--- src/rtl/imem_arb_pkg.sv ---
// Shared types and helpers for the instruction-memory arbiter.
// Latency: n/a (package only).
// Backpressure: n/a (package only).
// Contents: owner_t in-flight owner encoding, default widths, word_align helper.
package imem_arb_pkg;

   localparam int unsigned IMEM_ADDR_W = 32;
   localparam int unsigned IMEM_DATA_W = 32;

   // Requester index used on the two-bit req/gnt vectors of rr_arb2.
   localparam int unsigned REQ_FETCH = 0;
   localparam int unsigned REQ_DATA  = 1;

   typedef enum logic [1:0] {
      OWN_NONE  = 2'd0,
      OWN_FETCH = 2'd1,
      OWN_DATA  = 2'd2
   } owner_t;

   // Clears the byte offset within a 32-bit word. Callers cast to their width.
   function automatic logic [63:0] word_align(input logic [63:0] addr);
      return addr & ~64'h3;
   endfunction

endpackage

--- src/rtl/imem_arbiter_rr_arb2.sv ---
// Two-requester round-robin arbiter; the loser of a conflict wins the next one.
// Latency: 0 cycles, grant is combinational from req.
// Backpressure: a requester not granted simply sees gnt low and retries.
// Ports: clk, reset (async, active high), req[1:0] in, gnt[1:0] out (one-hot or 0),
//        conflict out (both requesting this cycle).
module rr_arb2 (
   input  logic       clk,
   input  logic       reset,
   input  logic [1:0] req,
   output logic [1:0] gnt,
   output logic       conflict
);

   // Index of the requester that won the most recent conflict.
   // Resets to 1 so requester 0 wins the first conflict.
   logic rr_last;

   always_comb begin
      gnt      = 2'b00;
      conflict = 1'b0;
      if (!reset) begin
         conflict = req[0] & req[1];
         if (conflict) begin
            gnt = rr_last ? 2'b01 : 2'b10;
         end else begin
            gnt = req;
         end
      end
   end

   always_ff @(posedge clk or posedge reset) begin
      if (reset) begin
         rr_last <= 1'b1;
      end else if (conflict) begin
         rr_last <= gnt[1];
      end
   end

endmodule

--- src/rtl/imem_arbiter.sv ---
// Shares one synchronous-read instruction memory port between fetch and data-side reads.
// Latency: grant same cycle as request, read data valid exactly one cycle after grant.
// Backpressure: losing/flushed requester sees gnt low and must hold req/addr; no queuing.
// Ports: clk, reset (async, active high); fetch f_req/f_addr/f_gnt/f_rvalid/f_rdata;
//        data d_req/d_addr/d_gnt/d_rvalid/d_rdata; flush; memory mem_en/mem_addr/mem_rdata;
//        conflict_cnt (saturating count of cycles where both sides requested).
module imem_arbiter
   import imem_arb_pkg::*;
#(
   parameter int unsigned ADDR_W = IMEM_ADDR_W,
   parameter int unsigned DATA_W = IMEM_DATA_W,
   parameter int unsigned CNT_W  = 16
) (
   input  logic              clk,
   input  logic              reset,
   input  logic              f_req,
   input  logic [ADDR_W-1:0] f_addr,
   output logic              f_gnt,
   output logic              f_rvalid,
   output logic [DATA_W-1:0] f_rdata,
   input  logic              d_req,
   input  logic [ADDR_W-1:0] d_addr,
   output logic              d_gnt,
   output logic              d_rvalid,
   output logic [DATA_W-1:0] d_rdata,
   input  logic              flush,
   output logic              mem_en,
   output logic [ADDR_W-1:0] mem_addr,
   input  logic [DATA_W-1:0] mem_rdata,
   output logic [CNT_W-1:0]  conflict_cnt
);

   logic [1:0]        req;
   logic [1:0]        gnt;
   logic              conflict;
   logic [ADDR_W-1:0] sel_addr;
   owner_t            owner;
   owner_t            owner_d;

   // A flushed fetch is invisible to the arbiter, so the data side is
   // arbitrated alone and the cycle is not a conflict.
   assign req[REQ_FETCH] = f_req & ~flush;
   assign req[REQ_DATA]  = d_req;

   rr_arb2 u_rr_arb2 (
      .clk      (clk),
      .reset    (reset),
      .req      (req),
      .gnt      (gnt),
      .conflict (conflict)
   );

   assign f_gnt  = gnt[REQ_FETCH];
   assign d_gnt  = gnt[REQ_DATA];
   assign mem_en = f_gnt | d_gnt;

   always_comb begin
      sel_addr = '0;
      if (f_gnt) begin
         sel_addr = f_addr;
      end else if (d_gnt) begin
         sel_addr = d_addr;
      end
   end

   // sel_addr is zero when idle, so mem_addr is zero too.
   assign mem_addr = ADDR_W'(word_align(64'(sel_addr)));

   // Owner of the read currently in flight in the memory pipeline.
   always_comb begin
      owner_d = OWN_NONE;
      if (f_gnt) begin
         owner_d = OWN_FETCH;
      end else if (d_gnt) begin
         owner_d = OWN_DATA;
      end
   end

   always_ff @(posedge clk or posedge reset) begin
      if (reset) begin
         owner <= OWN_NONE;
      end else begin
         owner <= owner_d;
      end
   end

   // A flush in the cycle the fetch data returns kills that response.
   assign f_rvalid = (owner == OWN_FETCH) & ~flush;
   assign d_rvalid = (owner == OWN_DATA);
   assign f_rdata  = f_rvalid ? mem_rdata : '0;
   assign d_rdata  = d_rvalid ? mem_rdata : '0;

   always_ff @(posedge clk or posedge reset) begin
      if (reset) begin
         conflict_cnt <= '0;
      end else if (conflict && (conflict_cnt != '1)) begin
         conflict_cnt <= conflict_cnt + CNT_W'(1);
      end
   end

endmodule

--- config.mk ---
export PLATFORM = sky130hd
export DESIGN_NAME = imem_arbiter
export DESIGN_NICKNAME = d
export VERILOG_FILES = /design/src/rtl/imem_arb_pkg.sv /design/src/rtl/imem_arbiter_rr_arb2.sv /design/src/rtl/imem_arbiter.sv
export SDC_FILE = /design/constraint.sdc
export NUM_CORES = 1
export LEC_CHECK = 0
export ABC_AREA = 1
export CORE_MARGIN = 2
export CORE_UTILIZATION = 28
export DETAILED_ROUTE_END_ITERATION = 7
export PLACE_DENSITY = 0.83
export SETUP_SLACK_MARGIN = 0.2
export SKIP_LAST_GASP = 1
export SYNTH_ARGS = -nofsm -noshare
export SYNTH_HDL_FRONTEND = slang
export SYNTH_SLANG_ARGS = --single-unit
--- constraint.sdc ---
create_clock -name clk -period 1.8 [get_ports clk]
set_input_delay 0.27 -clock clk [delete_from_list [all_inputs] [get_ports clk]]
set_output_delay 0.27 -clock clk [all_outputs]
set_load 0.1 [all_outputs]
==> results of run 1 <==
## logic make-up after synthesis
family | count (synthesis) | synth area share [%]
and+or+nand+nor | 172 | 38.5
buffers and inverters | 72 | 15.7
AOI/OAI and AO/OA | 41 | 17.6
DFF | 19 | 25.0
xor gates and xnor gates | 5 | 2.29
adders and majority gates | 1 | 0.656
other | 1 | 0.197
## synth_stat cells, drive strengths merged
library cell / number
ha: 1
nand3: 8
nand2: 72
nor3: 1
inv: 56
clkbuf: 6
a22o: 30
conb: 1
dfrtp: 18
o21ai: 11
nand4: 4
xor2: 1
buf: 10
nor2: 87
xnor2: 4
dfstp: 1
## metrics by stage
stage               cells  instance area (sq um)  TNS, ns  worst slack, ns
floorplan             312                   2900   -29.96           -0.684
global placement      602                   6200    -8.36           -0.277
detailed placement    602                   6200   -12.55           -0.338
==> results list, run 1 <==
- Area share of the largest cell type after synthesis: 23.6%
- In this run, synthesis produced a sequential element count of 19.
- Once the clock tree was built, the setup fixing pass inserted 11 buffers.
* Number of H-tree branching levels: 1
- Post-CTS Hold Buffers: 0
- X dimension of the die: 86.6 um
- After synthesis, the netlist uses 25 different library cells.
- Count of synthesis-stage warnings from yosys: 0
- Netlist area before placement: 1910 sq um
- The first error in the log reads "[ERROR DPL-0038] Utilization greater than 100%, impossible to legalize".
- The flow did not finish.
- Max Root-Sink Buffers: 2
* Syn Area/Cell: 6.14 sq um
- From bottom edge to top edge, the die measures 86.6 um.
- GP Congestion: 0.879
* Clock buffer count from CTS: 3
* Starting Density: 28.6%
- Clk sink count: 19
- Sorting the synthesized cells by area gives the leading types as dfrtp_1 (24%), nor2_1 (16%), a22o_1 (14%).
- Halt point of the flow: clock tree synthesis
- Buffer cell driving the clock tree root: clkbuf_8
- Number of instances resized during post-cts repair: 42
* FP Rows: 30
- The synthesized design spends more area on one cell type than any other, namely dfrtp_1.
* Quantity of I/O buffers inserted on ports: 211
* Proportion of synthesized chip area in sequential cells: 25.0%
* Synthesized netlist cell count: 311
- During I/O placement, the number of pins put on the boundary was 218.
* HPWL after detailed placement: 10200 um
==> run 2, diff against run 1 <==
--- a/config.mk
+++ b/config.mk
@@ -9,8 +9,7 @@
 export CORE_MARGIN = 2
 export CORE_UTILIZATION = 28
 export DETAILED_ROUTE_END_ITERATION = 7
-export PLACE_DENSITY = 0.83
-export SETUP_SLACK_MARGIN = 0.2
+export PLACE_DENSITY_LB_ADDON = 0.15
 export SKIP_LAST_GASP = 1
 export SYNTH_ARGS = -nofsm -noshare
 export SYNTH_HDL_FRONTEND = slang
==> results list, run 2 <==
- Synth Area in Compound Gates: 17.6%
* Number of H-tree branching levels: 1
- Mux share of post-synthesis cell area: 0%
- The synthesized netlist devotes 2.30% of its cell area to XOR and XNOR gates.
- The tree is rooted in a clkbuf_8.
- After detailed routing, the number of remaining DRC violations is 0.
- Clock-pin slew was measured on the worst setup and hold paths at 0.08 ns.
* Average vias per placed instance: 6.00
- In the final layout, the share of cells above drive strength 1 is 55.1%.
- FFs w/ async S/R, synth: 100%
- The synthesized netlist devotes 38.5% of its cell area to simple gates.
* Area post-placement: 6020 sq um
- For this run the aggregate overflow at the end of global routing stands at 0.
- Top achievable clock speed: 0.476 GHz
* Area share of the largest cell type after synthesis: 23.6%
* Cell type with the largest total area after synthesis: dfrtp_1
* Startpoint types: register
* Max Root-Sink Buffers: 2
- Ranked by flip-flop count, first place goes to conflict_cnt.
- Largest net degree at the start of global routing: 33
- Maximum fanout encountered on the critical timing path: 9
- Among all flip-flop cells after synthesis, the most frequent one is dfrtp_1.
- Result of the run: finished, violations left
- Registers with the highest flip-flop counts: conflict_cnt (16), owner (2), u_rr_arb2.rr_last (1)
- On the final layout, the worst clock skew is 0.00158 ns.
* WP data arrival: 1.83 ns
* Critical Path, Cell by Cell: nand2_2 > nand2_4 > inv_4 > buf_8 > a22o_4 > buf_12
- The clock net in this run drives a total of 19 sinks.
* Total global routing track utilization: 34.3%
- The worst register-to-register path has a depth of 8.
- Of the total power, registers draw 18.5%.
- TritonCTS built the clock tree.
- For this design the static power due to leakage is 2.76 nW.
- HPWL after detailed placement: 9560 um
- The synthesized netlist occupies a cell area of 1910 sq um.
- The later pin in the worst-skew pair is clocked with a latency of 0.27 ns.
* Count of synthesis-stage warnings from yosys: 0
- Path type of the worst min-delay path: input pin to async pin
* Most frequent cells in the layout: buf_12 (122), clkdlybuf4s50_1 (92), nor2_4 (72), nand2_1 (63), inv_1 (46)
* Cell variety after synth: 25
- By count the netlist is led by nor2_1 (79), nand2_1 (67), inv_1 (55), a22o_1 (30), dfrtp_1 (18).
* Reg-to-reg setup timing slack: -0.26 ns
- After routing, the total negative slack on setup checks comes to -13.82 ns.
- The internal portion of the total power is 1.54 mW.
* Required time of the critical path: 1.53 ns
- Post-detailed-route wirelength per cell: 30.3 um
- By instance count, the leading cell after synthesis is nor2_1.
- Fill cell instance count of the final layout: 72
- Total of endpoints with negative setup slack in the final report: 97
- Final-report hold violation count: 0
* Final Instance Count excl. Fillers: 626
- Once the floorplan was initialized, standard cells occupied 28.6% of the core.
* Fin area: 6550 sq um
* Element type at the critical path end: output port
- Pre-CTS WS: -0.261 ns
* Adder-cell area share of the yosys netlist: 0.656%
* Violations in the final reports: setup timing
* Number of enable flip-flop cells after synthesis: 0
- The count of nets left with antenna violations once routing finished came out at 0.
* Net switching fraction of the power: 54.0%
- The design draws 3.34 mW.
* Total power divided by cell area: 510 nW/um^2
* Area grow syn2layout: 243%
- For this block, the initial DRC count from the detailed router was 327.
- Leaving out fill and tap cells, the most frequent cell in the layout is buf_12.
- Clock network fraction of design power: 10.0%
- Proportion of synthesized chip area in sequential cells: 25.0%
- Clock buffer count from CTS: 3
* Flip-flop count of the largest register, all copies and words added: 16
* Area inside the core boundary: 6680 sq um
* Worst hold slack after final layout: 0.385 ns
- At the end of the flow the core is filled with cells to 98.0%.
- The first global-routing pass estimated 19800 um of wire.
- I/O Pins: 218
- Initial antenna violation count: 0
- Least setup slack across all paths after layout: -0.300 ns
- Subtracting the final worst setup slack from the clock period gives 2.10 ns.
- Unrepaired setup endpoints after global routing: yes
- Input and output buffers added on the ports amount to 211.
- The number of pins exceeding their max-slew limit in the final report came to 0.
- Max-cap violations in this run came to 0.
- At the end of the flow, the number of nets in the layout was 649.
* FP Rows: 30
* Syn Area/Cell: 6.14 sq um
* Placed Cells incl. Taps: 605
* Antenna diode count: 0
- Max incr delay on CP: 0.64 ns
- Flip-flop and latch count after synthesis: 19
* DIE HEIGHT: 86.6 um
* GP Congestion: 0.845
- The first detailed-routing pass ran for 7 iterations.
- Share of power burned in combinational logic: 71.6%
- Start-to-end type of the worst setup path: register to output port
* Vias in the first global route: 3471
- Across all layers, the routed design uses 3758 vias.
* Worst voltage drop across the vdd grid: 1.24 mV
- For this design the total switching power over the nets is 1.80 mW.
* Cell types occupying the most area after synthesis: dfrtp_1 (24%), nor2_1 (16%), a22o_1 (14%)
* Combinational family with the most area after synthesis: simple AND/OR/NAND/NOR gates
- Post-CTS Hold Buffers: 0
- Final period utilization: 117%
- Synthesis produced 311 cells.
- The largest individual stage delay along the critical path comes from the cell dfstp_2.
* X dimension of the die: 86.6 um
- Die Footprint: 7490 sq um
- Post-Route WL: 18900 um
-- run 2: cell counts after synthesis --
No cell type changed its count.
-- run 2: what timing repair did --
action / CTS / global route
resized for setup: 38 / 23
endpoints found under the hold margin: 0 / 0
pin swaps: 4 / 5
gates cloned: 3 / 5
endpoints found under the setup margin: 96 / 88
setup buffers: 6 / 3
-- run 2: path summary, 6_finish.rpt --
check | from | end
max | u_rr_arb2.rr_last | mem_addr[30]
min | reset | owner[0]
max reg2reg | conflict_cnt[2] | conflict_cnt[15]
min reg2reg | conflict_cnt[8] | conflict_cnt[8]
max in group asynchronous | reset | u_rr_arb2.rr_last
min in group clk | conflict_cnt[8] | conflict_cnt[8]
-- run 2: cell families after synthesis --
logic type | Yosys count
and+or+nand+nor | 172
buffers and inverters | 72
AOI/OAI and AO/OA | 41
DFF | 19
xor gates and xnor gates | 5
adders and majority gates | 1
other | 1
-- run 2: final cells by class --
| cell class | count | area [sq um] | area share (%) |
|---|---|---|---|
| Inverter | 56 | 244 | 3.73 |
| Multi-Input combinational cell | 221 | 1900 | 29.0 |
| Timing Repair Buffer | 245 | 3740 | 57.1 |
| Tap cell | 80 | 100 | 1.53 |
| Timing Repair inverter | 1 | 20.0 | 0.306 |
| Clock buffer | 4 | 45.0 | 0.688 |
| Sequential cell | 19 | 502 | 7.66 |
-- run 2: power by group through the flow --
| stage | sequential [mW] | combinational [mW] | clock, mW |
|---|---|---|---|
| CTS | 0.585 | 2.23 | 0.305 |
| global placement | 0.587 | 2.12 | 0 |
| finish | 0.617 | 2.39 | 0.333 |
| floorplan | 0.876 | 1.01 | 0 |
| global route | 0.621 | 2.42 | 0.332 |
| detailed placement | 0.590 | 2.17 | 0 |
-- run 2: metal layers --
layer / track usage, % / wire, um
met5: 0 / 0
met3: 8.00 / 2150
met4: 14.8 / 2280
met2: 65.5 / 8970
met1: 35.4 / 5550
-- run 2: critical path: cells and delay by family, from the launching register on --
family | cells | cell delay [ns]
AOI/OAI and AO/OA | 1 | 0.24
DFF | 1 | 0.64
and+or+nand+nor | 2 | 0.26
buffers and inverters | 3 | 0.40
(Power assumes the default switching activity.)
